==> src/rtl/move_list_sequencer.sv <==
// Sequences one ply's move list: collect generator moves into the BRAM sorter,
// kick the sort, then stream the sorted moves (best first) to the search.
module move_list_sequencer #(
  parameter int RAM_WIDTH          = 64,
  parameter int MAX_POSITIONS_LOG2 = 7
) (
  input  logic                          clk,
  input  logic                          reset,
  input  logic                          list_start,
  input  logic                          white_to_move_in,
  input  logic                          abort,
  input  logic                          gen_valid,
  input  logic [RAM_WIDTH-1:0]          gen_data,
  input  logic                          gen_last,
  output logic                          gen_ready,
  input  logic                          gen_empty,
  output logic                          srt_wr_addr_init,
  output logic                          srt_wr,
  output logic [RAM_WIDTH-1:0]          srt_wr_data,
  output logic [MAX_POSITIONS_LOG2-1:0] srt_rd_addr,
  input  logic [RAM_WIDTH-1:0]          srt_rd_data,
  output logic                          srt_start,
  output logic                          srt_clear,
  input  logic                          srt_complete,
  output logic                          srt_white_to_move,
  output logic                          out_valid,
  output logic [RAM_WIDTH-1:0]          out_data,
  output logic                          out_last,
  input  logic                          out_ready,
  output logic [MAX_POSITIONS_LOG2-1:0] move_count,
  output logic                          overflow,
  output logic                          list_done,
  output logic [3:0]                    state_dbg
);

  localparam int L = MAX_POSITIONS_LOG2;
  localparam logic [L-1:0] CAPACITY = {L{1'b1}};
  localparam logic [L-1:0] ONE      = L'(1);

  typedef enum logic [3:0] {
    S_IDLE      = 4'd0,
    S_INIT      = 4'd1,
    S_FILL      = 4'd2,
    S_KICK      = 4'd3,
    S_SORT_WAIT = 4'd4,
    S_RD_ADDR   = 4'd5,
    S_RD_WAIT   = 4'd6,
    S_PRESENT   = 4'd7,
    S_CLEAR     = 4'd8
  } state_t;

  state_t         state, state_nxt;
  logic [L-1:0]   idx;
  logic           aborted;
  logic           accept_beat;
  logic           store_beat;
  logic           abort_live;

  // Handshakes: a beat transfers on the rising edge where valid && ready are
  // both high; a source holds data/last stable while valid && !ready.
  assign accept_beat = (state == S_FILL) && gen_valid && !abort;
  assign store_beat  = accept_beat && (move_count != CAPACITY);
  assign abort_live  = abort && (state != S_IDLE) && (state != S_CLEAR) &&
                       (state != S_KICK);

  assign gen_ready        = (state == S_FILL);
  assign srt_wr_addr_init = (state == S_INIT);
  assign srt_wr           = store_beat;
  assign srt_wr_data      = store_beat ? gen_data : '0;
  assign srt_start        = (state == S_KICK);
  assign srt_clear        = (state == S_CLEAR);
  assign srt_rd_addr      = idx;
  assign list_done        = (state == S_CLEAR) && !srt_complete;
  assign state_dbg        = state;

  always_ff @(posedge clk) begin
    if (reset) state <= S_IDLE;
    else       state <= state_nxt;
  end

  always_comb begin
    state_nxt = state;
    case (state)
      S_IDLE:      if (list_start) state_nxt = S_INIT;
      S_INIT:      state_nxt = abort ? S_KICK : S_FILL;
      S_FILL: begin
        if (abort || (gen_valid && gen_last) || gen_empty) state_nxt = S_KICK;
      end
      S_KICK:      state_nxt = S_SORT_WAIT;
      S_SORT_WAIT: begin
        if (srt_complete) begin
          if (aborted || abort || (move_count == '0)) state_nxt = S_CLEAR;
          else                                        state_nxt = S_RD_ADDR;
        end
      end
      S_RD_ADDR: begin
        if (abort) state_nxt = srt_complete ? S_CLEAR : S_SORT_WAIT;
        else       state_nxt = S_RD_WAIT;
      end
      S_RD_WAIT: begin
        if (abort) state_nxt = srt_complete ? S_CLEAR : S_SORT_WAIT;
        else       state_nxt = S_PRESENT;
      end
      S_PRESENT: begin
        if (abort)          state_nxt = srt_complete ? S_CLEAR : S_SORT_WAIT;
        else if (out_ready) state_nxt = out_last ? S_CLEAR : S_RD_ADDR;
      end
      S_CLEAR:     if (!srt_complete) state_nxt = S_IDLE;
      default:     state_nxt = S_IDLE;
    endcase
  end

  always_ff @(posedge clk) begin
    if (reset) begin
      srt_white_to_move <= 1'b0;
      move_count        <= '0;
      overflow          <= 1'b0;
      aborted           <= 1'b0;
      idx               <= '0;
      out_valid         <= 1'b0;
      out_data          <= '0;
      out_last          <= 1'b0;
    end else begin
      if (state == S_IDLE && list_start) begin
        srt_white_to_move <= white_to_move_in;
        move_count        <= '0;
        overflow          <= 1'b0;
        aborted           <= 1'b0;
        idx               <= '0;
      end
      if (store_beat)                 move_count <= move_count + ONE;
      if (accept_beat && !store_beat) overflow   <= 1'b1;
      if (abort_live)                 aborted    <= 1'b1;
      if (state == S_SORT_WAIT)       idx        <= '0;
      // Read data arrives during RD_WAIT; capturing it here makes PRESENT hold it.
      if (state == S_RD_WAIT && !abort) begin
        out_data  <= srt_rd_data;
        out_last  <= (idx == move_count - ONE);
        out_valid <= 1'b1;
      end
      if (state == S_PRESENT) begin
        if (abort) begin
          out_valid <= 1'b0;
          out_last  <= 1'b0;
        end else if (out_ready) begin
          out_valid <= 1'b0;
          out_last  <= 1'b0;
          idx       <= idx + ONE;
        end
      end
    end
  end

endmodule

==> config.mk <==
export PLATFORM = sky130hd
export DESIGN_NAME = move_list_sequencer
export DESIGN_NICKNAME = d
export VERILOG_FILES = /design/src/rtl/move_list_sequencer.sv
export SDC_FILE = /design/constraint.sdc
export NUM_CORES = 1
export LEC_CHECK = 0
export CELL_PAD_IN_SITES_DETAIL_PLACEMENT = 0
export CELL_PAD_IN_SITES_GLOBAL_PLACEMENT = 1
export CORE_MARGIN = 8
export CORE_UTILIZATION = 25
export DETAILED_ROUTE_END_ITERATION = 8
export PLACE_DENSITY = 0.85
export SYNTH_ARGS = -nofsm -noshare
export SYNTH_HDL_FRONTEND = slang
export SYNTH_SLANG_ARGS = --single-unit
==> constraint.sdc <==
create_clock -name clk -period 3.8 [get_ports clk]
set_input_delay 0.76 -clock clk [delete_from_list [all_inputs] [get_ports clk]]
set_output_delay 0.76 -clock clk [all_outputs]
set_load 0.02 [all_outputs]
* Word level (Yosys, flattened, before mapping)
Cells that the tools add are included.
Storage, ports and cells: register bits after elaboration 87, bits of input ports 138, output and inout bits 156
Cells by class: add/subtract/negate cells 3, equal/unequal tests 17, multiplexer cells 32, reduce and logical (&&, ||, !) cells 25
Operators with widths (number):
- 64-bit two-way mux | 1
- 7-bit two-way mux | 7
- 4-bit two-way mux | 11
- 4-bit one-hot mux with 9 select lines | 1
- 4-bit by 3-bit == test with 1-bit output, second input constant | 4
- 7-bit by 1-bit adder with 7-bit output, second input constant | 2
- 1-bit two-way mux | 12
- 1-bit logical AND | 11
- 4-bit by 2-bit == test with 1-bit output, second input constant | 2
- 7-bit == test | 1
- 7-bit logical NOT | 1
- 7-bit != test, second input constant | 1
- 7-bit by 1-bit subtractor with 7-bit output, second input constant | 1
- 2-bit != test, second input constant | 3
- 2-bit nonzero test | 3
- 5-bit AND reduction | 1
- 4-bit by 1-bit == test with 1-bit output, second input constant | 1
- 4-bit == test, second input constant | 1
- 4-bit logical NOT | 1
- 1-bit logical OR | 4
- 4-bit by 2-bit != test with 1-bit output, second input constant | 1
- 4-bit != test, second input constant | 1
- 4-bit nonzero test | 1
- 1-bit logical NOT | 3
- other kinds (2) | 2

* Depth between registers and ports, before layout
depth after elaboration 7, gate-level depth with buffers 8

* Worst setup path before layout
Ideal clock, no wire load.
path type register -> output, start point register state[2] (netlist: state_dbg[2]), end point output port srt_wr_data[54], arrival time 1.956 ns, required time 3.040 ns, slack 1.084 ns, stages on the path, launching flop included 9, buffers on the path 3, path through dfxtp_1 -> buf_6 -> nor4b_4 -> and2b_2 -> nand3_4 -> inv_2 -> buf_4 -> buf_2 -> and2_1
On the way: cells in the longest elaborated chain, start to end 5
RTL lines:
- from (decl) | line 52 | state_t state, state_nxt;
- from (signal assigned) | line 78 | else state <= state_nxt;
- 4-bit by 2-bit == test with 1-bit output
- net gen_ready | line 15 | output logic gen_ready,
- 1-bit logical AND (2 in a row) | line 61 | assign accept_beat = (state == S_FILL) && gen_valid && !abort;
- 1-bit logical AND | line 62 | assign store_beat = accept_beat && (move_count != CAPACITY);
- net srt_wr | line 18 | output logic srt_wr,
- 64-bit two-way mux | line 69 | assign srt_wr_data = store_beat ? gen_data : '0;
- to (decl) | line 19 | output logic [RAM_WIDTH-1:0] srt_wr_data,
The timed path passes the listed nets, and every way through them passes these cells.

* Final worst setup path
start point input port abort, end point output port srt_wr_data[19]
On the way: cells in the longest elaborated chain, start to end 4
RTL lines:
- from (decl) | line 11 | input logic abort,
- 1-bit logical NOT | line 61
- 1-bit logical AND | line 61
- 1-bit logical AND | line 62
- 64-bit two-way mux | line 69
Every way passes these cells.

==> summary.txt <==
Hold path
  • Path category of the worst min-delay check: register to register

Placed design
  • Number of placed instances with taps included: 1019
  • Pre-CTS WS: 242.2 ps
  • Final weighted congestion of routability-driven global placement: approximately 0.76
  • Post-DP HPWL: roughly 13000 um
  • PortBufs: just under 300

Setup path
  • Critical-path cell with the highest stage delay: sky130_fd_sc_hd__clkdlybuf4s50_1
  • Launching element type of the critical path: input port
  • CP max stage delay: 630 ps
  • Critical path endpoint category: output port
  • Family of cells with the greatest summed delay on the critical path: buffers and inverters
  • Most frequent cell on the critical path: sky130_fd_sc_hd__clkdlybuf4s50_1
  • Data required time of the critical path: 3040 ps
  • Data arrival time of the worst path: ~2800 ps
  • Critical path cell sequence: clkdlybuf4s50_1 > and2b_2 > nand3_4 > inv_2 > buf_12 > and2_1 > clkdlybuf4s50_1
  • Largest fanout on the critical path: 28
  • Crit Path Category: input port to output port
  • Worst path buffer plus inverter count: 4

Synthesis
  • EDFF count, synth: 0
  • Proportion of synthesized flip-flops having asynchronous set or reset: 0
  • Synth Instances: around 540
  • Count of different cell masters after synthesis: just over 50
  • Cell types occupying the most area after synthesis: sky130_fd_sc_hd__dfxtp_1, sky130_fd_sc_hd__nand2_1, sky130_fd_sc_hd__and2_1
  • Avg Synthesized Cell Area: 7.766 um2
  • Area share of the largest cell type after synthesis: 0.4176
  • Main synth FF type: sky130_fd_sc_hd__dfxtp_1
  • Synthesized netlist net count: 679
  • Post-synthesis sequential element count: 87
  • Leading area contributor after synthesis: sky130_fd_sc_hd__dfxtp_1
  • Area of the mapped netlist: approximately 4200 um2
  • Number of warnings issued by yosys: 0
  • Sequential area share after synthesis: 0.4176

Global routing
  • Wire length of the first global-routing pass: 26360 um
  • Overflow after GRT: 0
  • Overall global routing resource usage: 0.1556
  • Antenna violations before repair: 1
  • Maximum number of pins on one net before global-route repair: 67
  • Number of global-route vias before repair: 4430

Floorplan
  • Count of boundary I/O pins: approximately 300
  • Die area: 21070 um2
  • Count of standard-cell rows: between 40 and 50
  • Initial core utilization: 0.2533
  • Die boundary width: 145.2 um
  • Core Region: 16470 um2
  • Die height: between 100 and 150 um

Timing
  • Final number of max-transition violations: 0
  • Final worst slack: 258.3 ps
  • Accumulated negative setup slack: 0 ps
  • Actual slew at the worst max-slew pin: about 700 ps
  • Fin. Hold Viols: 0
  • Clock skew: 7.608 ps
  • Max-Slew Margin vs Limit: 0.5443
  • Setup-failing EPs final: 0
  • Final Critical Period: 3542 ps
  • Final period utilization: 0.9320
  • Setup repair after global routing missed its margin: false
  • Upper clock frequency limit: 0.2824 GHz

Clocking
  • Buffer cell driving the clock tree root: sky130_fd_sc_hd__clkbuf_16
  • Clock input transition at the sequential cells of the worst setup and hold paths: 60 ps
  • Number of clock sinks: 87
  • Count of H-tree levels built during CTS: 3
  • TritonCTS clock tree: done
  • Skew-Pair Late Insertion Delay: 340 ps
  • Number of buffers created by CTS: 9
  • Quantity of hold-fixing buffers added after cts: 0
  • Maximum buffer depth of the clock tree: 2

Drt
  • DRC errors left: 0
  • Post-detailed-routing wire length: 16560 um
  • Total via count in the routed design: 4466
  • Post-detailed-route wirelength per cell: about 16 um
  • Number of antenna-violating nets in the routed design: 0
  • 1st-iter DRT viols: roughly 210
  • Post-detailed-route via-to-cell ratio: 4.323
  • First-pass DRT Iterations: 4

Status
  • Run status: finished, final reports clean

Final layout
  • Commonest non-fill, non-tap cell in the layout: sky130_fd_sc_hd__clkdlybuf4s50_1
  • Number of fillers in the final layout: 1617
  • Number of antenna cells inserted: 0
  • Area grow syn2layout: 82.54%
  • Area occupied by registers: ~1700 um2
  • Leading cell types in the layout, fill and taps excluded: sky130_fd_sc_hd__clkdlybuf4s50_1, sky130_fd_sc_hd__nand2_1, sky130_fd_sc_hd__dfxtp_1
  • Post-route non-filler standard cell count: 1033
  • Nets: 952
  • Area occupied by multi-input gates: 2200 um2
  • Share of final-layout standard cells stronger than drive strength 1: 0.04674

Power
  • Maximum vdd ir drop: 0.3076 mV
  • Leakage component of the power: 2.674 nW
  • Pwr dens: 303.8 nW/um2

Run
  • Max-cap viol count: 0
-- layer usage --
metal | share of wire | wire length [um] | vias to the layer above | global-route usage
met5 | 0.00048 | 8 | - | 0
met4 | 0.017 | 274 | 2 | 0.03904
met3 | 0.080 | 1331 | 15 | 0.06374
met2 | 0.50 | 8245 | 170 | 0.2699
met1 | 0.40 | 6703 | 1964 | 0.1736
li1 | - | - | 2315 | -
-- synthesized netlist by cell type, types with 4 or more instances --
cell and number:
sky130_fd_sc_hd__a21oi_1 78, sky130_fd_sc_hd__clkbuf_1 20, sky130_fd_sc_hd__nor3_1 7, sky130_fd_sc_hd__nor2b_1 5, sky130_fd_sc_hd__xnor2_1 5, sky130_fd_sc_hd__buf_2 11, sky130_fd_sc_hd__nand4_1 5, sky130_fd_sc_hd__nand2b_1 7
sky130_fd_sc_hd__xor2_1 6, sky130_fd_sc_hd__nor2_1 16, sky130_fd_sc_hd__dfxtp_1 87, sky130_fd_sc_hd__nand2_1 141, sky130_fd_sc_hd__buf_4 7, sky130_fd_sc_hd__and2_1 64, sky130_fd_sc_hd__o21ai_0 6, sky130_fd_sc_hd__nand3_1 9
sky130_fd_sc_hd__ha_1 4, sky130_fd_sc_hd__and3_1 5, sky130_fd_sc_hd__inv_1 6
-- area by class of cell --
class	instances	area share
multi-input combinational	401	0.2890
sequential	87	0.2290
timing repair buffer	304	0.4004
clock inverter	3	0.008876
clock buffer	11	0.03320
tap	220	0.03616
inverter	7	0.003452
-- through the flow --
stage | util | area [um2] | hold WS (ps) | power, mW
after global routing | 0.4623 | 7612 | 471.9 | 2.425
after CTS | 0.4622 | 7611 | 454.1 | 2.356
final | 0.4623 | 7612 | 451.8 | 2.312
after detailed placement | 0.4428 | 7291 | 445.3 | 1.377
after global placement | 0.4428 | 7291 | 440.2 | 1.376
after floorplan | - | 4170 | 477.9 | 1.138
-- report_power, final --
group | internal (mW) | leakage [nW] | switching (mW) | total [mW]
Sequential | 0.923 | 0.702 | 0.0218 | 0.945
Clock | 0.604 | 0.154 | 0.352 | 0.956
Combinational | 0.241 | 1.82 | 0.170 | 0.411
-- final timing paths --
path | slack, ps | cells after the start | from | endpoint
hold / removal | 450 | 2 | out_data[23] | out_data[23]
setup / recovery | 260 | 7 | abort | srt_wr_data[19]
setup reg to reg | 1710 | 6 | state_dbg[2] | out_last
hold reg to reg | 450 | 2 | out_data[23] | out_data[23]
-- worst reg2reg max path, stage by stage, from the launching register on --
cell	delay (ps)
sky130_fd_sc_hd__dfxtp_1	370
sky130_fd_sc_hd__buf_4	240
sky130_fd_sc_hd__nor3b_1	460
sky130_fd_sc_hd__nor2b_4	280
sky130_fd_sc_hd__nand4_1	90
sky130_fd_sc_hd__nor4_1	440
sky130_fd_sc_hd__o21a_1	160
-- cells by family (layout without fill, tap and decap cells) --
kind of cell    Yosys count  in the layout  share of synthesized area
compound gates          109            109                     0.1512
xor+xnor                 11             11                    0.02310
fa+ha+maj                 4              4                    0.01200
buf+inv                  49            325                    0.05730
flops                    87             87                     0.4176
mux                       6              6                    0.01530
simple gates            271            271                     0.3234
-- state kept, by name, indices dropped and copies added, names as in the netlist --
signal / flops
out_last: 1
out_valid: 1
state_dbg: 4
aborted: 1
move_count: 7
out_data: 64
srt_white_to_move: 1
srt_rd_addr: 7
overflow: 1
-- repair_timing --
| action | 4_1_cts | 5_1_grt |
|---|---|---|
| setup endpoints to repair | 0 | 18 |
| setup buffers | 0 | 0 |
| resized for setup | 0 | 1 |
No activity file was read; power rests on OpenSTA's default activity.
